## src/rtl/spi_register_controller_pkg.sv

```systemverilog
// Shared definitions for the SPI register-port sequencer: sequencer state
// encoding and the default status word presented while no data is pending.
package spi_register_controller_pkg;

    localparam int         DEFAULT_WIDTH       = 8;
    localparam logic [7:0] DEFAULT_STATUS_WORD = 8'hA5;

    typedef enum logic [2:0] {
        ST_IDLE     = 3'd0,
        ST_CMD      = 3'd1,
        ST_WR       = 3'd2,
        ST_RD_FETCH = 3'd3,
        ST_RD_LOAD  = 3'd4,
        ST_RD_WAIT  = 3'd5
    } ctrl_state_t;

endpackage

```

## src/rtl/spi_register_controller.sv

```systemverilog
// Transaction sequencer behind the SPI slave: the first word of each
// chip-select frame is a command (write flag + start address); later words
// become register writes, or dummy words that trigger the next read-ahead.
//
// state       | meaning
// ------------+------------------------------------------------------------
// ST_IDLE     | no frame open, value_miso holds the status word
// ST_CMD      | frame open, waiting for the command word
// ST_WR       | every data word becomes a register write, address advances
// ST_RD_FETCH | read strobe issued, register data arrives next cycle
// ST_RD_LOAD  | register data captured into value_miso, address advances
// ST_RD_WAIT  | waiting for the master's dummy word to fetch the next one
module spi_register_controller
    import spi_register_controller_pkg::*;
#(
    parameter int               WIDTH       = DEFAULT_WIDTH,
    parameter logic [WIDTH-1:0] STATUS_WORD = WIDTH'(DEFAULT_STATUS_WORD)
) (
    input  logic             system_clk,
    input  logic             system_rst_n,
    input  logic             cs_start,
    input  logic             cs_stop,
    input  logic             value_valid,
    input  logic [WIDTH-1:0] value_mosi,
    output logic [WIDTH-1:0] value_miso,
    output logic [WIDTH-2:0] reg_addr,
    output logic [WIDTH-1:0] reg_wdata,
    output logic             reg_we,
    output logic             reg_re,
    input  logic [WIDTH-1:0] reg_rdata,
    output logic             busy,
    output logic             overrun
);

    localparam int AW            = WIDTH - 1;
    localparam int CMD_WRITE_BIT = WIDTH - 1;

    ctrl_state_t state;

    // busy is a straight decode of the state register.
    assign busy = (state != ST_IDLE);

    // Sequencer: frame control, command decode, write strobes and read-ahead.
    always_ff @(posedge system_clk or negedge system_rst_n) begin
        if (!system_rst_n) begin
            state      <= ST_IDLE;
            value_miso <= STATUS_WORD;
            reg_addr   <= '0;
            reg_wdata  <= '0;
            reg_we     <= 1'b0;
            reg_re     <= 1'b0;
            overrun    <= 1'b0;
        end else begin
            reg_we <= 1'b0;
            reg_re <= 1'b0;
            // The write strobe must see the current address, so the
            // post-write increment happens in the cycle after the strobe.
            if (reg_we) begin
                reg_addr <= reg_addr + AW'(1);
            end

            if (cs_start) begin
                state      <= ST_CMD;
                overrun    <= 1'b0;
                value_miso <= STATUS_WORD;
            end else if (cs_stop) begin
                // A word completing together with the frame end still lands.
                if (state == ST_WR && value_valid) begin
                    reg_wdata <= value_mosi;
                    reg_we    <= 1'b1;
                end
                state      <= ST_IDLE;
                value_miso <= STATUS_WORD;
            end else begin
                case (state)
                    ST_CMD: begin
                        if (value_valid) begin
                            reg_addr <= value_mosi[AW-1:0];
                            if (value_mosi[CMD_WRITE_BIT]) begin
                                state <= ST_WR;
                            end else begin
                                reg_re <= 1'b1;
                                state  <= ST_RD_FETCH;
                            end
                        end
                    end
                    ST_WR: begin
                        if (value_valid) begin
                            reg_wdata <= value_mosi;
                            reg_we    <= 1'b1;
                        end
                    end
                    ST_RD_FETCH: begin
                        if (value_valid) begin
                            overrun <= 1'b1;
                        end
                        state <= ST_RD_LOAD;
                    end
                    ST_RD_LOAD: begin
                        if (value_valid) begin
                            overrun <= 1'b1;
                        end
                        value_miso <= reg_rdata;
                        reg_addr   <= reg_addr + AW'(1);
                        state      <= ST_RD_WAIT;
                    end
                    ST_RD_WAIT: begin
                        if (value_valid) begin
                            reg_re <= 1'b1;
                            state  <= ST_RD_FETCH;
                        end
                    end
                    default: begin
                        state <= ST_IDLE;
                    end
                endcase
            end
        end
    end

endmodule
```

## config.mk

```make
export PLATFORM = sky130hd
export DESIGN_NAME = spi_register_controller
export DESIGN_NICKNAME = d
export VERILOG_FILES = /design/src/rtl/spi_register_controller_pkg.sv /design/src/rtl/spi_register_controller.sv
export SDC_FILE = /design/constraint.sdc
export NUM_CORES = 1
export LEC_CHECK = 0
export CORE_MARGIN = 2
export CORE_UTILIZATION = 40
export DETAILED_ROUTE_END_ITERATION = 7
export PLACE_DENSITY = 0.75
export RECOVER_POWER = 50
export SYNTH_ARGS = -nofsm -noshare
export SYNTH_HDL_FRONTEND = slang
export SYNTH_SLANG_ARGS = --single-unit
export TNS_END_PERCENT = 100
```

## constraint.sdc

```tcl
create_clock -name system_clk -period 2 [get_ports system_clk]
set_clock_uncertainty 0.15 [all_clocks]
set_input_delay 0.4 -clock system_clk [delete_from_list [all_inputs] [get_ports system_clk]]
set_output_delay 0.4 -clock system_clk [all_outputs]
set_load 0.01 [all_outputs]
```

# Word level (Yosys, flattened, before mapping)
# Index checks and enable logic that the tools add are counted.
[word_totals] regBits=29 in_bits=21 out_inout_bits=27 wordCells=62
[op_classes] n_addsub=1 eq_ne=10 muxes=32 bitwise=1 n_reduce_logical=11
[ops] cell="two-way mux 8 bit" n=7
[ops] cell="two-way mux 7 bit" n=4
[ops] cell="case mux 3 bit (5 select lines)" n=1
[ops] cell="two-way mux 1 bit" n=14
[ops] cell="case mux 7 bit (2 select lines)" n=1
[ops] cell="two-way mux 3 bit" n=4
[ops] cell="inequality test 4 bit, second input constant" n=2
[ops] cell="nonzero test 2 bit" n=4
[ops] cell="adder 7 x 1 -> 7 bit, second input constant" n=1
[ops] cell="== test 3 x 2 -> 1 bit, second input constant" n=2
[ops] cell="== test 3 bit, second input constant" n=2
[ops] cell="AND reduction 3 bit" n=2
[ops] cell="nonzero test 3 bit" n=2
[ops] cell="AND reduction 4 bit" n=1
[ops] cell="== test 3 x 1 -> 1 bit, second input constant" n=1
[ops] cell="inequality test 3 bit, second input constant" n=1
[ops] cell="inequality test 2 x 1 -> 1 bit, second input constant" n=1
[ops] cell="inequality test 2 bit, second input constant" n=1
[ops] cell="case mux 1 bit (2 select lines)" n=1
[ops] cell="OR reduction 2 bit" n=1
[ops] cell="logical AND 1 bit" n=1
[ops] cell="inverter 1 bit" n=1

# Depth between registers and ports, before layout
# Gate-level depths: netlist of the first run.
[depth] depth_word=6 ltp_mapped=6 mapped_depth_nobuf=5

# Worst setup path before layout of the first run
# OpenSTA, ideal clock, no wires.
[synth_path] path_type="input port to flip-flop" from="input cs_stop" to="register reg_addr[1]" setup_time_ps=126 arrival_ps=1419 required_time_ps=1724 path_slack_ps=305 cell_stages=5 n_path_buf=1 cell_sequence="or2_4 buf_6 o21a_1 o21a_1 a221o_1"
[synth_via] elab_chain_len=2
[synth_lines] element="start, declared" line="spi_register_controller.sv:22" source="input logic cs_stop,"
[synth_lines] element="two-way mux 7 bit" line="spi_register_controller.sv:66" source="end else if (cs_stop) begin"
[synth_lines] element="two-way mux 7 bit" line="spi_register_controller.sv:62" source="if (cs_start) begin"
[synth_lines] element="end signal, assigned" line="spi_register_controller.sv:59" source="reg_addr <= reg_addr + AW'(1);"
[synth_lines] element="end signal, assigned" line="spi_register_controller.sv:78" source="reg_addr <= value_mosi[AW-1:0];"
[synth_lines] element="end signal, assigned" line="spi_register_controller.sv:104" source="reg_addr <= reg_addr + AW'(1);"
[synth_lines] element="end, declared" line="spi_register_controller.sv:26" source="output logic [WIDTH-2:0] reg_addr,"
# Every way passes these cells.
# A chain may end at the register's enable or synchronous reset.

# Final worst setup path of the first run
[layout_path] from="register value_miso[5]" to="output value_miso[5]"
[layout_rtl] element="start, declared" line="spi_register_controller.sv:25" source="output logic [WIDTH-1:0] value_miso,"
[layout_rtl] element="start signal, assigned" line="spi_register_controller.sv:103" source="value_miso <= reg_rdata;"
# No word-level cell between the ends.

==> results of run 1 <==
-- sequential cells by signal (all words and copies together), names as in the netlist --
register	count
reg_wdata	8
value_miso	8
reg_addr	7
state	3
overrun	1
reg_re	1
reg_we	1
-- report_power, final --
| part | leakage (nW) | switching [W] | internal, W |
|---|---|---|---|
| registers | 0.372 | 0.0000618 | 0.000649 |
| logic | 0.442 | 0.000143 | 0.000211 |
| clock network | 0.0310 | 0.000213 | 0.000132 |
-- per-stage QoR --
step / instance area [µm²] / setup WS (ns) / total power [W] / instances
6_report: 1990 / 0.0544 / 0.00141 / 240
5_1_grt: 1990 / 0.00742 / 0.00150 / 240
4_1_cts: 1990 / 0.0351 / 0.00142 / 238
3_5_place_dp: 1930 / -0.106 / 0.00108 / 229
3_3_place_gp: 1930 / -0.0504 / 0.00107 / 229
2_1_floorplan: 1350 / 0.305 / 0.000853 / 131
-- how the worst min path moves through the flow --
stage	from	endpoint	depth (start not counted)
floorplan	system_rst_n	overrun	0
detailed placement	value_miso[7]	value_miso[7]	2
finish	value_miso[7]	value_miso[7]	2
global placement	value_miso[5]	value_miso[5]	2
CTS	system_rst_n	reg_addr[1]	2
global route	value_miso[0]	value_miso[0]	2
-- placed cells by master (no fill, tap or decap), types with 2 or more instances in the layout --
cell type / instances
sky130_fd_sc_hd__nor2_1: 6
sky130_fd_sc_hd__clkinv_2: 2
sky130_fd_sc_hd__dlygate4sd3_1: 2
sky130_fd_sc_hd__o31ai_1: 6
sky130_fd_sc_hd__a221o_1: 2
sky130_fd_sc_hd__nand3b_1: 3
sky130_fd_sc_hd__o21a_1: 3
sky130_fd_sc_hd__clkdlybuf4s50_1: 44
sky130_fd_sc_hd__clkbuf_1: 2
sky130_fd_sc_hd__dfrtp_1: 24
sky130_fd_sc_hd__nand2_1: 27
sky130_fd_sc_hd__nand3_1: 6
sky130_fd_sc_hd__nor4_1: 2
sky130_fd_sc_hd__a41oi_1: 2
sky130_fd_sc_hd__inv_1: 5
sky130_fd_sc_hd__clkbuf_4: 5
sky130_fd_sc_hd__a21oi_1: 10
sky130_fd_sc_hd__dfstp_2: 4
sky130_fd_sc_hd__nor3_1: 3
sky130_fd_sc_hd__mux2_2: 8
sky130_fd_sc_hd__buf_4: 11
-- cell families after synthesis --
logic type,count (synthesis),synth area share
adder cells (fa/ha/maj),1,0.00924
flip-flops,29,0.540
buffers and inverters,11,0.0397
AO/OA/AOI/OAI,28,0.150
multiplexers,8,0.0665
AND/OR/NAND/NOR,54,0.195
-- layer usage --
layer,track usage,wire length (µm)
met1,0.240,1450
met2,0.318,1640
met3,0.0562,232
met4,0.0417,29
met5,0,0
-- layout make-up --
cell class	count	area, µm²
Fill cell	300	1290
Sequential cell	29	732
Multi-Input combinational cell	91	567
Timing Repair Buffer	61	564
Tap cell	46	57.6
Clock buffer	5	37.5
Inverter	5	18.8
Clock inverter	3	17.5
-- repair_timing --
item                       CTS  global route
setup endpoints to repair    1             4
gates resized for setup      1             1
pin swaps                    0             2
setup buffers                1             2
hold buffers                 0             0
-- tightest hold or removal path: cells and delay by family (launching register included) --
family	cells	cell delay (ns)
flip-flops	1	0.38
AND/OR/NAND/NOR	2	0.12
==> impl_results.md, run 1 <==
- Status: complete, no violations
- Placed wire-length estimate after detailed placement: 2420 µm
- Required time of the critical path: 1.45 ns
- Share of the yosys chip area belonging to registers: 0.540
- Worst path buffer plus inverter count: 1
- Total routing usage reported by global routing: 0.188
- Port Buf Inserts: 47
- # diodes: 0
- Residual overflow from global routing: 0
- Number of cells on the critical path: 1
- Power Dens Cells: 707 mW/mm²
- Layout overhead on the synthesized area: 47.3%
- Cell area after synthesis: 0.00135 mm²
- Final Setup Violations: 0
- Cell chain of the critical path: clkdlybuf4s50_1
- Worst-path maximum fanout: 2
- Worst reg2reg startpoint: state[0]
- Pleak: 0.844 nW
- Net Count, Synth: 153
- Deepest level of the CTS H-tree: 2
- Maximum ir drop on the vdd rail: 0.000378 V
- Maximum single-stage delay on the critical path: 0.54 ns
- Area enclosed by the die boundary: 0.00387 mm²
- Post-detailed-route wirelength per cell: 14.0 µm
- Final ANT Viol Nets: 0
- Longest Clk Path Bufs: 2
- Critical Path AT: 1.40 ns
- Mean instance size in the synthesized netlist: 10.3 µm²
- Final hold slack: 0.343 ns
- Largest area contributor in the synthesized netlist: sky130_fd_sc_hd__dfrtp_1
- Std cell rows: 21
- Relative slew slack: 0.535
- Fraction of layout instances using a drive strength above 1: 0.186
- CTS Root Cell: sky130_fd_sc_hd__clkbuf_4
- TritonCTS buffer count: 5
- FF+latch count, synth: 29
- Clk Latency, worst-skew pair: 0.33 ns
- TritonCTS clock tree: done
- Detail-routed via count per cell: 5.14
- Cell types with the largest area share after synthesis: sky130_fd_sc_hd__dfrtp_1 (46%), sky130_fd_sc_hd__dfstp_2 (7.8%), sky130_fd_sc_hd__nand2_1 (7.5%)
- Cell family with the largest share of critical-path delay: flip-flops
- Fin. max-slew vios: 0
- Wire length reported by the detailed router: 3350 µm
- I/O pin cnt: 48
- Starting density of the core: 0.412
- Number of detailed-routing iterations run before antenna repair: 5
- Final min period: 1.95 ns
- Post-synth EDFFs: 0
- DR DRC count: 0
- CP Capture Type: output pin
- YS warnings: 0
- CTS clock-pin slew for the worst setup and hold paths: 0.10 ns
- Sort of element at the start of the critical path: register
- Achievable Freq: 514 MHz
- Synth Flop Type: sky130_fd_sc_hd__dfrtp_1
- Final net count: 215
- Number of hold violations in the final report: 0
- Die width: 62.2 µm
- Critical path start-end classification: reg2out
- Die Span Y: 62.2 µm
- Antenna violations before repair: 0
- Std-Cell Core Area: 0.00328 mm²
- Reg2reg path depth: 5
- RSZ-0062 raised after global routing: no
- Min-delay worst type: reg2reg
- Critical path capture point: value_miso[5]
- Number of maximum-capacitance violations: 0
- CTS sink count: 29
- Pin count of the biggest net entering global routing: 30
- Distinct cell type count of the synthesized netlist: 31
- List of most frequent post-synthesis cells: sky130_fd_sc_hd__nand2_1 (27), sky130_fd_sc_hd__dfrtp_1 (25), sky130_fd_sc_hd__a21oi_1 (10)
- Cell count after synthesis: 131
- Total vias in the final route: 1233
- Share of the clock period used by the worst path after layout: 0.973
- Top-area cell type share of the netlist area: 0.462
- Share of the core filled with cells: 0.607
- Initial drt markers: 41
- End of the worst register-to-register path: reg_addr[4]
- Actual transition at the worst max-transition pin: 0.698 ns
- Start point of the critical path: value_miso[5]
- Most used standard cell by instance count after synthesis: sky130_fd_sc_hd__nand2_1
- Vias in the first global route: 1236
- Placer congestion estimate: 0.796
- FFs w/ async S/R, synth: 1.00
- Global-route wire length before repair: 5800 µm
- Highest-delay cell along the critical path: sky130_fd_sc_hd__dfstp_2
- Fin Setup TNS: 0 ns
- Slack of the worst reg-to-reg path: 0.16 ns
No activity file was read; power rests on OpenSTA's default activity.
==> inputs of run 2 (changes only) <==
--- a/config.mk
+++ b/config.mk
@@ -8,7 +8,8 @@
 export CORE_MARGIN = 2
 export CORE_UTILIZATION = 40
 export DETAILED_ROUTE_END_ITERATION = 7
-export PLACE_DENSITY = 0.75
+export GPL_TIMING_DRIVEN = 0
+export PLACE_DENSITY = 0.77
 export RECOVER_POWER = 50
 export SYNTH_ARGS = -nofsm -noshare
 export SYNTH_HDL_FRONTEND = slang
==> constraint.sdc (replaced) <==
create_clock -name system_clk -period 1.65 [get_ports system_clk]
set_clock_uncertainty 0.15 [all_clocks]
set_input_delay 0.33 -clock system_clk [delete_from_list [all_inputs] [get_ports system_clk]]
set_output_delay 0.33 -clock system_clk [all_outputs]
set_load 0.01 [all_outputs]
==> run 2 against run 1 <==
Largest power group unchanged; the run now ends with negative setup slack left; via count is 3.6% higher; core utilization up 4.7 points; total power is 30% higher; clock-buffer cell count grew 2; largest cell class unchanged; die area is the same; register-to-register slack got worse by 0.34 ns; worst hold slack lost 0.098 ns; global-route usage up 0.67 points; routed wire length is 14% higher; setup slack lost 0.23 ns; sequential power rose by 18%.
==> impl_results.md, run 2 (synthesized netlist as in run 1, its figures left out) <==
- Status: finished with violations
- Violated checks: negative setup slack
- Number of cells in the design after placement: 224
- Required time of the critical path: 1.73 ns
- CTS sink count: 29
- Area enclosed by the die boundary: 0.00387 mm²
- Placer congestion estimate: 0.876
- Layout overhead on the synthesized area: 58.7%
- Die width: 62.2 µm
- Final net count: 221
- Final min period: 1.83 ns
- Biggest registers after layout: reg_wdata (8), value_miso (8), reg_addr (7)
- Antenna violations before repair: 0
- I/O pin cnt: 48
- Total of fill cells in the finished design: 290
- End of the worst register-to-register path: reg_addr[6]
- Fraction of layout instances using a drive strength above 1: 0.275
- Deepest level of the CTS H-tree: 2
- Achievable Freq: 546 MHz
- Min-delay src: cs_start
- Min-delay worst type: in2reg
- Pleak: 1.01 nW
- Sort of element at the start of the critical path: register
- WHS Endpoint: overrun
- Initial drt markers: 59
- Relative slew slack: 0.528
- Total routing usage reported by global routing: 0.195
- Detail-routed via count per cell: 5.20
- Clk Latency, worst-skew pair: 0.32 ns
- Worst-path maximum fanout: 4
- RSZ-0062 raised after global routing: yes
- Number of hold violations in the final report: 0
- Most common library cell in the layout ignoring fill and taps: sky130_fd_sc_hd__dlygate4sd2_1
- Number of cells traversed by the worst hold path: 2
- Worst reg2reg startpoint: state[1]
- Final ANT Viol Nets: 0
- Setup WS post-layout: -0.180 ns
- Global-route wire length before repair: 5960 µm
- CTS Root Cell: sky130_fd_sc_hd__clkbuf_4
- Post-detailed-route wirelength per cell: 15.6 µm
- TritonCTS buffer count: 5
- TritonCTS clock tree: done
- Number of maximum-capacitance violations: 0
- Post-layout instance count excluding filler cells: 246
- Fin Setup TNS: -1.10 ns
- Maximum ir drop on the vdd rail: 0.000585 V
- CTS clock-pin slew for the worst setup and hold paths: 0.09 ns
- Std-Cell Core Area: 0.00328 mm²
- Slack of the worst reg-to-reg path: -0.18 ns
- Critical Path AT: 1.91 ns
- Starting density of the core: 0.412
- Total vias in the final route: 1278
- Placed wire-length estimate after detailed placement: 2360 µm
- Port Buf Inserts: 47
- Std cell rows: 21
- CP Capture Type: register
- Pin count of the biggest net entering global routing: 30
- DR DRC count: 0
- Actual transition at the worst max-transition pin: 0.708 ns
- Final hold slack: 0.245 ns
- Vias in the first global route: 1316
- Power Dens Cells: 851 mW/mm²
- Residual overflow from global routing: 0
- Final Setup Violations: 13
- Longest Clk Path Bufs: 2
- Critical path start-end classification: reg2reg
- Commonest cells after routing, fill and taps aside: sky130_fd_sc_hd__dlygate4sd2_1 (28), sky130_fd_sc_hd__nand2_1 (27), sky130_fd_sc_hd__dfrtp_1 (23), sky130_fd_sc_hd__clkdlybuf4s50_1 (16), sky130_fd_sc_hd__buf_4 (14)
- Wire length reported by the detailed router: 3830 µm
- Die Span Y: 62.2 µm
- Reg2reg path depth: 6
- Number of detailed-routing iterations run before antenna repair: 5
- Share of the clock period used by the worst path after layout: 1.11
- # diodes: 0
- Fin. max-slew vios: 0
==> run 2: final cells by class <==
cell class | instances | area, µm² | share of cell area
tap | 46 | 57.6 | 0.0268
clock buffer | 7 | 65.1 | 0.0303
multi-input combinational | 91 | 662 | 0.308
sequential | 29 | 733 | 0.341
clock inverter | 1 | 5.00 | 0.00233
buffer | 4 | 48.8 | 0.0227
timing repair buffer | 63 | 558 | 0.260
inverter | 5 | 18.8 | 0.00874
==> run 2: worst max-delay path by stage <==
stage	from	end	slack (ns)	depth (start not counted)
2_1_floorplan	cs_stop	reg_addr[1]	0.02	5
3_3_place_gp	cs_stop	reg_addr[1]	-0.58	6
3_5_place_dp	cs_stop	reg_addr[1]	-0.60	6
4_1_cts	state[1]	busy	-0.19	3
5_1_grt	state[0]	reg_addr[0]	-0.25	5
6_report	state[1]	reg_addr[6]	-0.18	6
==> run 2: stage by stage <==
stage                      util  total power (W)  area (µm²)  setup slack [ns]
after detailed placement  0.573          0.00129        1880            -0.597
after global routing      0.654          0.00193        2150            -0.254
after CTS                 0.612          0.00179        2010            -0.194
final                     0.654          0.00183        2150            -0.180
after global placement    0.573          0.00128        1880            -0.580
after floorplan               -          0.00103        1350            0.0248
==> run 2: where the power goes <==
group | internal, W | total (W) | switching [W]
Combinational | 0.000269 | 0.000497 | 0.000228
Clock | 0.000247 | 0.000488 | 0.000242
Sequential | 0.000786 | 0.000842 | 0.0000558
==> run 2: layer usage <==
layer	wire length (µm)	share of wire	track usage	up-vias
met4	37	0.0097	0.0667	0
met3	208	0.054	0.0670	6
met2	1910	0.50	0.321	45
met5	0	0	0	-
li1	-	-	-	606
met1	1670	0.44	0.240	621
==> run 2: timing repair <==
| action | in CTS | in global routing |
|---|---|---|
| setup endpoints to repair | 50 | 17 |
| cloned | 0 | 1 |
| hold buffers | 0 | 1 |
| pin swaps | 4 | 12 |
| hold endpoints to repair | 0 | 25 |
| resized for setup | 47 | 24 |
| setup buffers | 7 | 7 |
==> run 2: worst max-delay path, stage by stage, from the launching register on <==
cell and delay, ns:
sky130_fd_sc_hd__dfrtp_1 0.41, sky130_fd_sc_hd__buf_4 0.15, sky130_fd_sc_hd__or3b_4 0.39, sky130_fd_sc_hd__o21ai_4 0.20, sky130_fd_sc_hd__buf_4 0.15, sky130_fd_sc_hd__a21oi_1 0.05
sky130_fd_sc_hd__o31ai_1 0.23
